[config.mk]
export PLATFORM = sky130hd
export DESIGN_NAME = song_sequencer_flat
export DESIGN_NICKNAME = d
export VERILOG_FILES = /design/src/rtl/song_sequencer_if.sv /design/src/rtl/song_sequencer.sv /design/src/flat_wrapper.sv
export SDC_FILE = /design/constraint.sdc
export NUM_CORES = 1
export LEC_CHECK = 0
export BUFFER_PORTS_ARGS = -buffer_cell sky130_fd_sc_hd__buf_4
export CAP_MARGIN = 20
export CORE_MARGIN = 2
export CORE_UTILIZATION = 60
export CTS_BUF_LIST = sky130_fd_sc_hd__clkbuf_4
export CTS_CLUSTER_DIAMETER = 60
export DETAILED_ROUTE_END_ITERATION = 16
export PLACE_DENSITY = 0.79
export SYNTH_ARGS = -nofsm -noshare
export SYNTH_HDL_FRONTEND = slang
export SYNTH_SLANG_ARGS = --single-unit
[constraint.sdc]
create_clock -name clk -period 3.7 [get_ports clk]
set_clock_uncertainty 0.2 [all_clocks]
set_input_delay 0.74 -clock clk [delete_from_list [all_inputs] [get_ports clk]]
set_output_delay 0.74 -clock clk [all_outputs]
set_load 0.05 [all_outputs]
[src/rtl/song_sequencer_if.sv]
// Control/status bundle between a song_sequencer and its host.
// master = host side (drives play/pause/config), slave = sequencer side.
interface song_sequencer_if #(
  parameter int NOTE_W  = 5,
  parameter int TEMPO_W = 16,
  parameter int SEL_W   = 2,
  parameter int POS_W   = 8
);
  logic               play;
  logic               pause;
  logic               loop_en;
  logic [SEL_W-1:0]   song_sel;
  logic [TEMPO_W-1:0] tempo_div;
  logic [NOTE_W-1:0]  note_out;
  logic               note_valid;
  logic               beat_strobe;
  logic               playing;
  logic               song_done;
  logic [POS_W-1:0]   pos;

  modport master (
    output play, pause, loop_en, song_sel, tempo_div,
    input  note_out, note_valid, beat_strobe, playing, song_done, pos
  );

  modport slave (
    input  play, pause, loop_en, song_sel, tempo_div,
    output note_out, note_valid, beat_strobe, playing, song_done, pos
  );
endinterface

[src/rtl/song_sequencer.sv]
// Table-driven song player: steps through {end,dur,note} ROM entries of the selected slot,
// emitting one note code per clock with tempo, pause, loop and end-of-song handling.
// States: IDLE rest/wait play | FETCH addr to ROM | LATCH ROM data in | PLAY count beats
//         PAUSE frozen, rest out | DONE one-shot finished, hold rest until play drops
module song_sequencer #(
  parameter int NOTE_W     = 5,
  parameter int DUR_W      = 4,
  parameter int SONG_DEPTH = 256,
  parameter int NUM_SONGS  = 4,
  parameter int TEMPO_W    = 16,
  parameter int REST_CODE  = 21,
  parameter logic [NUM_SONGS*SONG_DEPTH*(1+DUR_W+NOTE_W)-1:0] ROM_IMAGE = '0
) (
  input logic             clk,
  input logic             rst,
  song_sequencer_if.slave bus
);

  localparam int ENT_W = 1 + DUR_W + NOTE_W;
  localparam int POS_W = $clog2(SONG_DEPTH);
  localparam int SEL_W = (NUM_SONGS > 1) ? $clog2(NUM_SONGS) : 1;
  localparam logic [NOTE_W-1:0] REST     = NOTE_W'(REST_CODE);
  localparam logic [POS_W-1:0]  POS_LAST = POS_W'(SONG_DEPTH - 1);

  localparam logic [2:0] S_IDLE  = 3'd0;
  localparam logic [2:0] S_FETCH = 3'd1;
  localparam logic [2:0] S_LATCH = 3'd2;
  localparam logic [2:0] S_PLAY  = 3'd3;
  localparam logic [2:0] S_PAUSE = 3'd4;
  localparam logic [2:0] S_DONE  = 3'd5;

  logic [2:0]         state_q,  state_d;
  logic [SEL_W-1:0]   sel_q,    sel_d;
  logic               loop_q,   loop_d;
  logic [POS_W-1:0]   pos_q,    pos_d;
  logic [NOTE_W-1:0]  note_q,   note_d;
  logic               valid_q,  valid_d;
  logic [DUR_W-1:0]   beats_q,  beats_d;
  logic [TEMPO_W-1:0] tick_q,   tick_d;
  logic               strobe_q, strobe_d;
  logic               done_q,   done_d;
  logic [ENT_W-1:0]   rom_q;

  logic [SEL_W+POS_W-1:0] rom_addr;
  logic [TEMPO_W-1:0]     tdiv_m1;
  logic                   ent_end;
  logic [DUR_W-1:0]       ent_dur;
  logic [NOTE_W-1:0]      ent_note;
  logic                   end_hit;

  assign rom_addr = {sel_q, pos_q};
  assign ent_end  = rom_q[ENT_W-1];
  assign ent_dur  = rom_q[NOTE_W +: DUR_W];
  assign ent_note = rom_q[NOTE_W-1:0];
  // tempo_div of 0 behaves as 1; compared live so tempo changes apply at the next wrap
  assign tdiv_m1  = (bus.tempo_div == '0) ? '0 : bus.tempo_div - TEMPO_W'(1);

  always_ff @(posedge clk) begin
    rom_q <= ROM_IMAGE[int'(rom_addr)*ENT_W +: ENT_W];
  end

  always_comb begin
    state_d  = state_q;
    sel_d    = sel_q;
    loop_d   = loop_q;
    pos_d    = pos_q;
    note_d   = note_q;
    valid_d  = valid_q;
    beats_d  = beats_q;
    tick_d   = tick_q;
    strobe_d = 1'b0;
    done_d   = 1'b0;
    end_hit  = 1'b0;
    if (!bus.play) begin
      state_d = S_IDLE;
      pos_d   = '0;
      note_d  = REST;
      valid_d = 1'b0;
      beats_d = '0;
      tick_d  = '0;
    end else begin
      case (state_q)
        S_IDLE: begin
          sel_d   = bus.song_sel;
          loop_d  = bus.loop_en;
          pos_d   = '0;
          state_d = S_FETCH;
        end
        S_FETCH: state_d = S_LATCH;
        S_LATCH: begin
          if (ent_end) begin
            end_hit = 1'b1;
          end else begin
            note_d  = ent_note;
            valid_d = 1'b1;
            beats_d = ent_dur;
            tick_d  = '0;
            state_d = S_PLAY;
          end
        end
        S_PLAY: begin
          if (bus.pause) begin
            state_d = S_PAUSE;
          end else if (tick_q >= tdiv_m1) begin
            tick_d   = '0;
            strobe_d = 1'b1;
            if (beats_q != '0) begin
              beats_d = beats_q - DUR_W'(1);
            end else if (pos_q == POS_LAST) begin
              end_hit = 1'b1;
            end else begin
              pos_d   = pos_q + POS_W'(1);
              state_d = S_FETCH;
            end
          end else begin
            tick_d = tick_q + TEMPO_W'(1);
          end
        end
        S_PAUSE: if (!bus.pause) state_d = S_PLAY;
        S_DONE:  state_d = S_DONE;
        default: state_d = S_IDLE;
      endcase
      // last slot entry finishing is handled exactly like an explicit end entry
      if (end_hit) begin
        if (loop_q) begin
          pos_d   = '0;
          state_d = S_FETCH;
        end else begin
          done_d  = 1'b1;
          note_d  = REST;
          valid_d = 1'b0;
          state_d = S_DONE;
        end
      end
    end
  end

  always_ff @(posedge clk or posedge rst) begin
    if (rst) begin
      state_q  <= S_IDLE;
      sel_q    <= '0;
      loop_q   <= 1'b0;
      pos_q    <= '0;
      note_q   <= REST;
      valid_q  <= 1'b0;
      beats_q  <= '0;
      tick_q   <= '0;
      strobe_q <= 1'b0;
      done_q   <= 1'b0;
    end else begin
      state_q  <= state_d;
      sel_q    <= sel_d;
      loop_q   <= loop_d;
      pos_q    <= pos_d;
      note_q   <= note_d;
      valid_q  <= valid_d;
      beats_q  <= beats_d;
      tick_q   <= tick_d;
      strobe_q <= strobe_d;
      done_q   <= done_d;
    end
  end

  assign bus.note_out    = (state_q == S_PAUSE) ? REST : note_q;
  assign bus.note_valid  = valid_q & (state_q != S_PAUSE);
  assign bus.beat_strobe = strobe_q;
  assign bus.playing     = (state_q == S_FETCH) || (state_q == S_LATCH) || (state_q == S_PLAY);
  assign bus.song_done   = done_q;
  assign bus.pos         = pos_q;

endmodule

[src/flat_wrapper.sv]
// flat-port wrapper written by rule: the top's interface ports become plain ports
module song_sequencer_flat 
#(
  parameter int NOTE_W     = 5,
  parameter int DUR_W      = 4,
  parameter int SONG_DEPTH = 256,
  parameter int NUM_SONGS  = 4,
  parameter int TEMPO_W    = 16,
  parameter int REST_CODE  = 21,
  parameter logic [NUM_SONGS*SONG_DEPTH*(1+DUR_W+NOTE_W)-1:0] ROM_IMAGE = '0
)
  (clk, rst, bus_play, bus_pause, bus_loop_en, bus_song_sel, bus_tempo_div, bus_note_out, bus_note_valid, bus_beat_strobe, bus_playing, bus_song_done, bus_pos);
  song_sequencer_if #(.NOTE_W(NOTE_W), .TEMPO_W(TEMPO_W), .SEL_W(2), .POS_W(8)) bus_i ();
  input logic clk;
  input logic rst;
  input wire logic [$bits(bus_i.play)-1:0] bus_play;
  input wire logic [$bits(bus_i.pause)-1:0] bus_pause;
  input wire logic [$bits(bus_i.loop_en)-1:0] bus_loop_en;
  input wire logic [$bits(bus_i.song_sel)-1:0] bus_song_sel;
  input wire logic [$bits(bus_i.tempo_div)-1:0] bus_tempo_div;
  output wire logic [$bits(bus_i.note_out)-1:0] bus_note_out;
  output wire logic [$bits(bus_i.note_valid)-1:0] bus_note_valid;
  output wire logic [$bits(bus_i.beat_strobe)-1:0] bus_beat_strobe;
  output wire logic [$bits(bus_i.playing)-1:0] bus_playing;
  output wire logic [$bits(bus_i.song_done)-1:0] bus_song_done;
  output wire logic [$bits(bus_i.pos)-1:0] bus_pos;
  assign bus_i.play = bus_play;
  assign bus_i.pause = bus_pause;
  assign bus_i.loop_en = bus_loop_en;
  assign bus_i.song_sel = bus_song_sel;
  assign bus_i.tempo_div = bus_tempo_div;
  assign bus_note_out = bus_i.note_out;
  assign bus_note_valid = bus_i.note_valid;
  assign bus_beat_strobe = bus_i.beat_strobe;
  assign bus_playing = bus_i.playing;
  assign bus_song_done = bus_i.song_done;
  assign bus_pos = bus_i.pos;
  song_sequencer #(.NOTE_W(NOTE_W), .DUR_W(DUR_W), .SONG_DEPTH(SONG_DEPTH), .NUM_SONGS(NUM_SONGS), .TEMPO_W(TEMPO_W), .REST_CODE(REST_CODE), .ROM_IMAGE(ROM_IMAGE)) u_core (.clk(clk), .rst(rst), .bus(bus_i));
endmodule
==> implementation parameters <==
Parameter                              Value

GRT
  Number of global-route vias before repair    ~2,700
  Largest net degree at the start of global routing    41
  Number of antenna violations at the first check in global routing    0
  All-Layer GR Usage    0.283
  Leftover overflow at the end of global routing    0
  First-pass GRT wire length    about 12,000 um

Floorplan
  DIE HEIGHT    approximately 73 um
  Die area    approximately 5400 um^2
  I/O pin total    40
  Placement row count    25
  Starting density of the core    0.618
  Die width    73.3 um
  Area inside the core boundary    4660 um^2

Place
  Pre-CTS setup slack    -0.719 ns
  Final weighted congestion in routability-driven placement    between 0.9 and 1
  Count of port buffers added during placement    37
  HPWL after DPL    around 5000 um

Logic synthesis
  Number of cells produced by synthesis    339
  Mapped Area    2880 um^2
  Post-Syn Nets    approximately 380
  Yosys warning count    0
  Sequential share of the synthesized area    0.349
  Yosys cell types    47
  Async SR Flop Fraction    1.00
  Flip-flop cell with the highest count after synthesis    dfrtp_1
  Number of enable-type register cells in the synthesized netlist    0
  Total of flip-flops plus latches after synthesis    40
  Mean instance size in the synthesized netlist    8.50 um^2

Run
  Max-cap violations    0

Timing
  Maximum achievable frequency    0.259 GHz
  Fin. max-slew vios    0
  Rel. slew slack    0.437
  Final critical path time including I/O delays and setup    3.86 ns
  Number of failing setup endpoints in the final timing report    14
  RSZ-0062 raised after global routing    true
  Final hold violation count    0
  Transition time at the pin with the least slew margin    roughly 0.83 ns
  Period Utilization, post-route    1.04
  Final setup margin    -0.161 ns

Drt
  Via density per instance    between 6 and 7
  Average detailed-routed wire length per instance    roughly 17 um
  Antenna-violating nets left    0
  Count of routing violations after the opening detailed-route iteration    229
  Total via count in the routed design    3,012
  Number of iterations in the first detailed-routing pass    5
  Final wirelength    8280 um
  Total DRC errors in the routed layout    0

Setup path
  Register-to-register path setup slack    0.94 ns
  R2r worst-path depth    7
  Maximum fanout count along the critical path    5
  Arr. time, crit path    3.98 ns
  R2r endpoint    u_core.bus.pos[3]
  Startpoint Class    primary input
  Worst endpoint required time    3.81 ns
  Launch point of the worst reg-to-reg path    u_core.tick_q[12]
  Worst Path Class, Setup    in2reg
  Kind of capture point of the worst setup path    flop

Power and ir drop
  Leak Pwr    around 1.8 nW
  Power density cells    around 280 nW/um^2
  IR drop worst, VDD    0.291 mV

Clock network
  Worst-path clk slew    0.14 ns
  CTS tree    yes
  Deepest level of the CTS H-tree    2
  Clk Tree Root Cell    clkbuf_4
  Number of buffers on the longest clock path    2
  Inserted Clock Buffers    5
  Quantity of hold-fixing buffers added after cts    0
  Clock sink count    40
  Clock latency of the later-clocked register in the worst-skew pair    0.37 ns

Final layout
  Diode count    0
  Area added between synthesis and finish    40.8%
  Final Core Density    0.870
  Number of inserted filler cells in the final layout    245
  NumNets Final    between 400 and 500
  Fraction of layout cells with a size suffix above 1    0.350

Outcome
  Run status    finished with violations
  Violations in the final reports    negative setup slack

Hold path
  Classification of the worst-slack hold path    in2async
worst max-delay path, stage by stage:
cell	delay, ns
buf_6	0.10
nor4_4	0.33
nand3_2	0.12
or3_4	0.36
buf_4	0.15
xnor2_2	0.13
nand2_1	0.11
ha_4	0.29
nand2_2	0.07
nor3_4	0.19
or4b_4	0.52
and3_4	0.21
or4_4	0.51
a21oi_2	0.13
worst max-delay path by stage:
stage               cells after the start              endpoint        startpoint  slack [ns]
finish                                 14     u_core.bus.pos[3]  bus_tempo_div[2]       -0.16
global route                           16  u_core.bus.song_done  bus_tempo_div[2]       -0.30
CTS                                    14     u_core.bus.pos[3]  bus_tempo_div[5]       -0.15
detailed placement                     14     u_core.bus.pos[3]  bus_tempo_div[2]       -0.72
global placement                       14     u_core.bus.pos[5]  bus_tempo_div[2]       -0.65
floorplan                              14     u_core.bus.pos[5]  bus_tempo_div[2]       -0.45
placed cells by master (no fill, tap or decap), types with 5 or more instances in the layout:
cell / n
nor3_1: 11
clkbuf_4: 5
buf_6: 7
nand3_1: 12
nand2b_1: 8
dfrtp_1: 37
nor2_4: 7
nor2_1: 23
buf_4: 79
xnor2_1: 13
ha_1: 18
a21o_1: 7
nand2_1: 41
a21oi_1: 12
o21ai_0: 10
nand4_1: 10
inv_1: 13
nor2b_1: 5
and2_1: 5
xor2_1: 14
repair_timing:
item	CTS	global route
buffers inserted	6	7
cloned	2	1
endpoints found under the setup margin	38	38
pin swaps	13	26
resized for setup	19	52
endpoints found under the hold margin	0	0
state kept, by name, summed over array words and instances (netlist names):
name	cells
u_core.state_q	3
u_core.bus.beat_strobe	1
u_core.note_q	5
u_core.loop_q	1
u_core.bus.song_done	1
u_core.beats_q	4
u_core.bus.pos	8
u_core.tick_q	16
u_core.valid_q	1
where the power goes:
part	switching, mW	internal (mW)	leakage, nW
clock network	0.157	0.141	0.0412
registers	0.0203	0.461	0.541
logic	0.221	0.141	1.19
total	0.397	0.743	1.77
per-layer routing:
layer,global-route usage,vias up,wire length (um)
met5,0,-,0
met4,0.0617,0,167
met3,0.0425,24,442
met2,0.453,113,4210
met1,0.406,1482,3460
li1,-,1393,-
layout make-up:
type	instances	area, um^2	share of cell area
multi-input cells	277	2150	0.530
flip-flops and latches	40	1000	0.248
repair buffers	88	707	0.174
well taps	54	67.6	0.0167
inverters	13	48.8	0.0120
clock inverters	3	42.5	0.0105
clock buffers	5	37.5	0.00925
synth_stat cells, types with 2 or more instances:
cell type,count,area [um^2]
nand2_1,42,158
dfrtp_1,37,926
nor2_1,30,113
ha_1,22,275
nor3_1,18,90.1
a21oi_1,16,80.1
nand3_1,15,75.1
o21ai_0,14,70.1
xnor2_1,14,123
xor2_1,14,123
inv_1,13,48.8
nand4_1,10,62.6
nand2b_1,8,50.1
a21o_1,7,52.6
clkbuf_1,7,26.3
o31ai_1,6,45.0
and2_1,5,31.3
and3_1,5,31.3
nor2b_1,5,31.3
buf_2,4,20.0
nor4_1,4,25.0
o21a_1,4,30.0
dfstp_2,3,78.8
nor3b_1,3,22.5
or3_1,3,18.8
or4_1,3,22.5
a2111oi_0,2,17.5
a211oi_1,2,15.0
a31o_2,2,17.5
a41oi_1,2,17.5
and4_1,2,17.5
nor4b_1,2,17.5
per-stage QoR:
| step | std cells | power (mW) | area, um^2 | hold slack, ns | setup TNS [ns] |
|---|---|---|---|---|---|
| final | 480 | 1.14 | 4060 | 0.263 | -1.31 |
| after global routing | 480 | 1.19 | 4060 | 0.324 | -5.43 |
| after CTS | 473 | 1.09 | 3770 | 0.295 | -1.37 |
| after detailed placement | 457 | 0.786 | 3520 | 0.299 | -21.39 |
| after global placement | 457 | 0.776 | 3520 | 0.291 | -19.74 |
| after floorplan | 339 | 0.680 | 2940 | 0.258 | -12.33 |
kinds of logic (layout without fill, tap and decap cells):
logic type | Yosys count | count (layout) | synth area share
compound gates | 63 | 63 | 0.144
xor+xnor | 28 | 28 | 0.0851
fa+ha+maj | 22 | 22 | 0.0956
buf+inv | 25 | 109 | 0.0369
flops | 40 | 40 | 0.349
mux | 1 | 1 | 0.00391
simple gates | 160 | 163 | 0.286
Power figures use the tool's default switching activity.
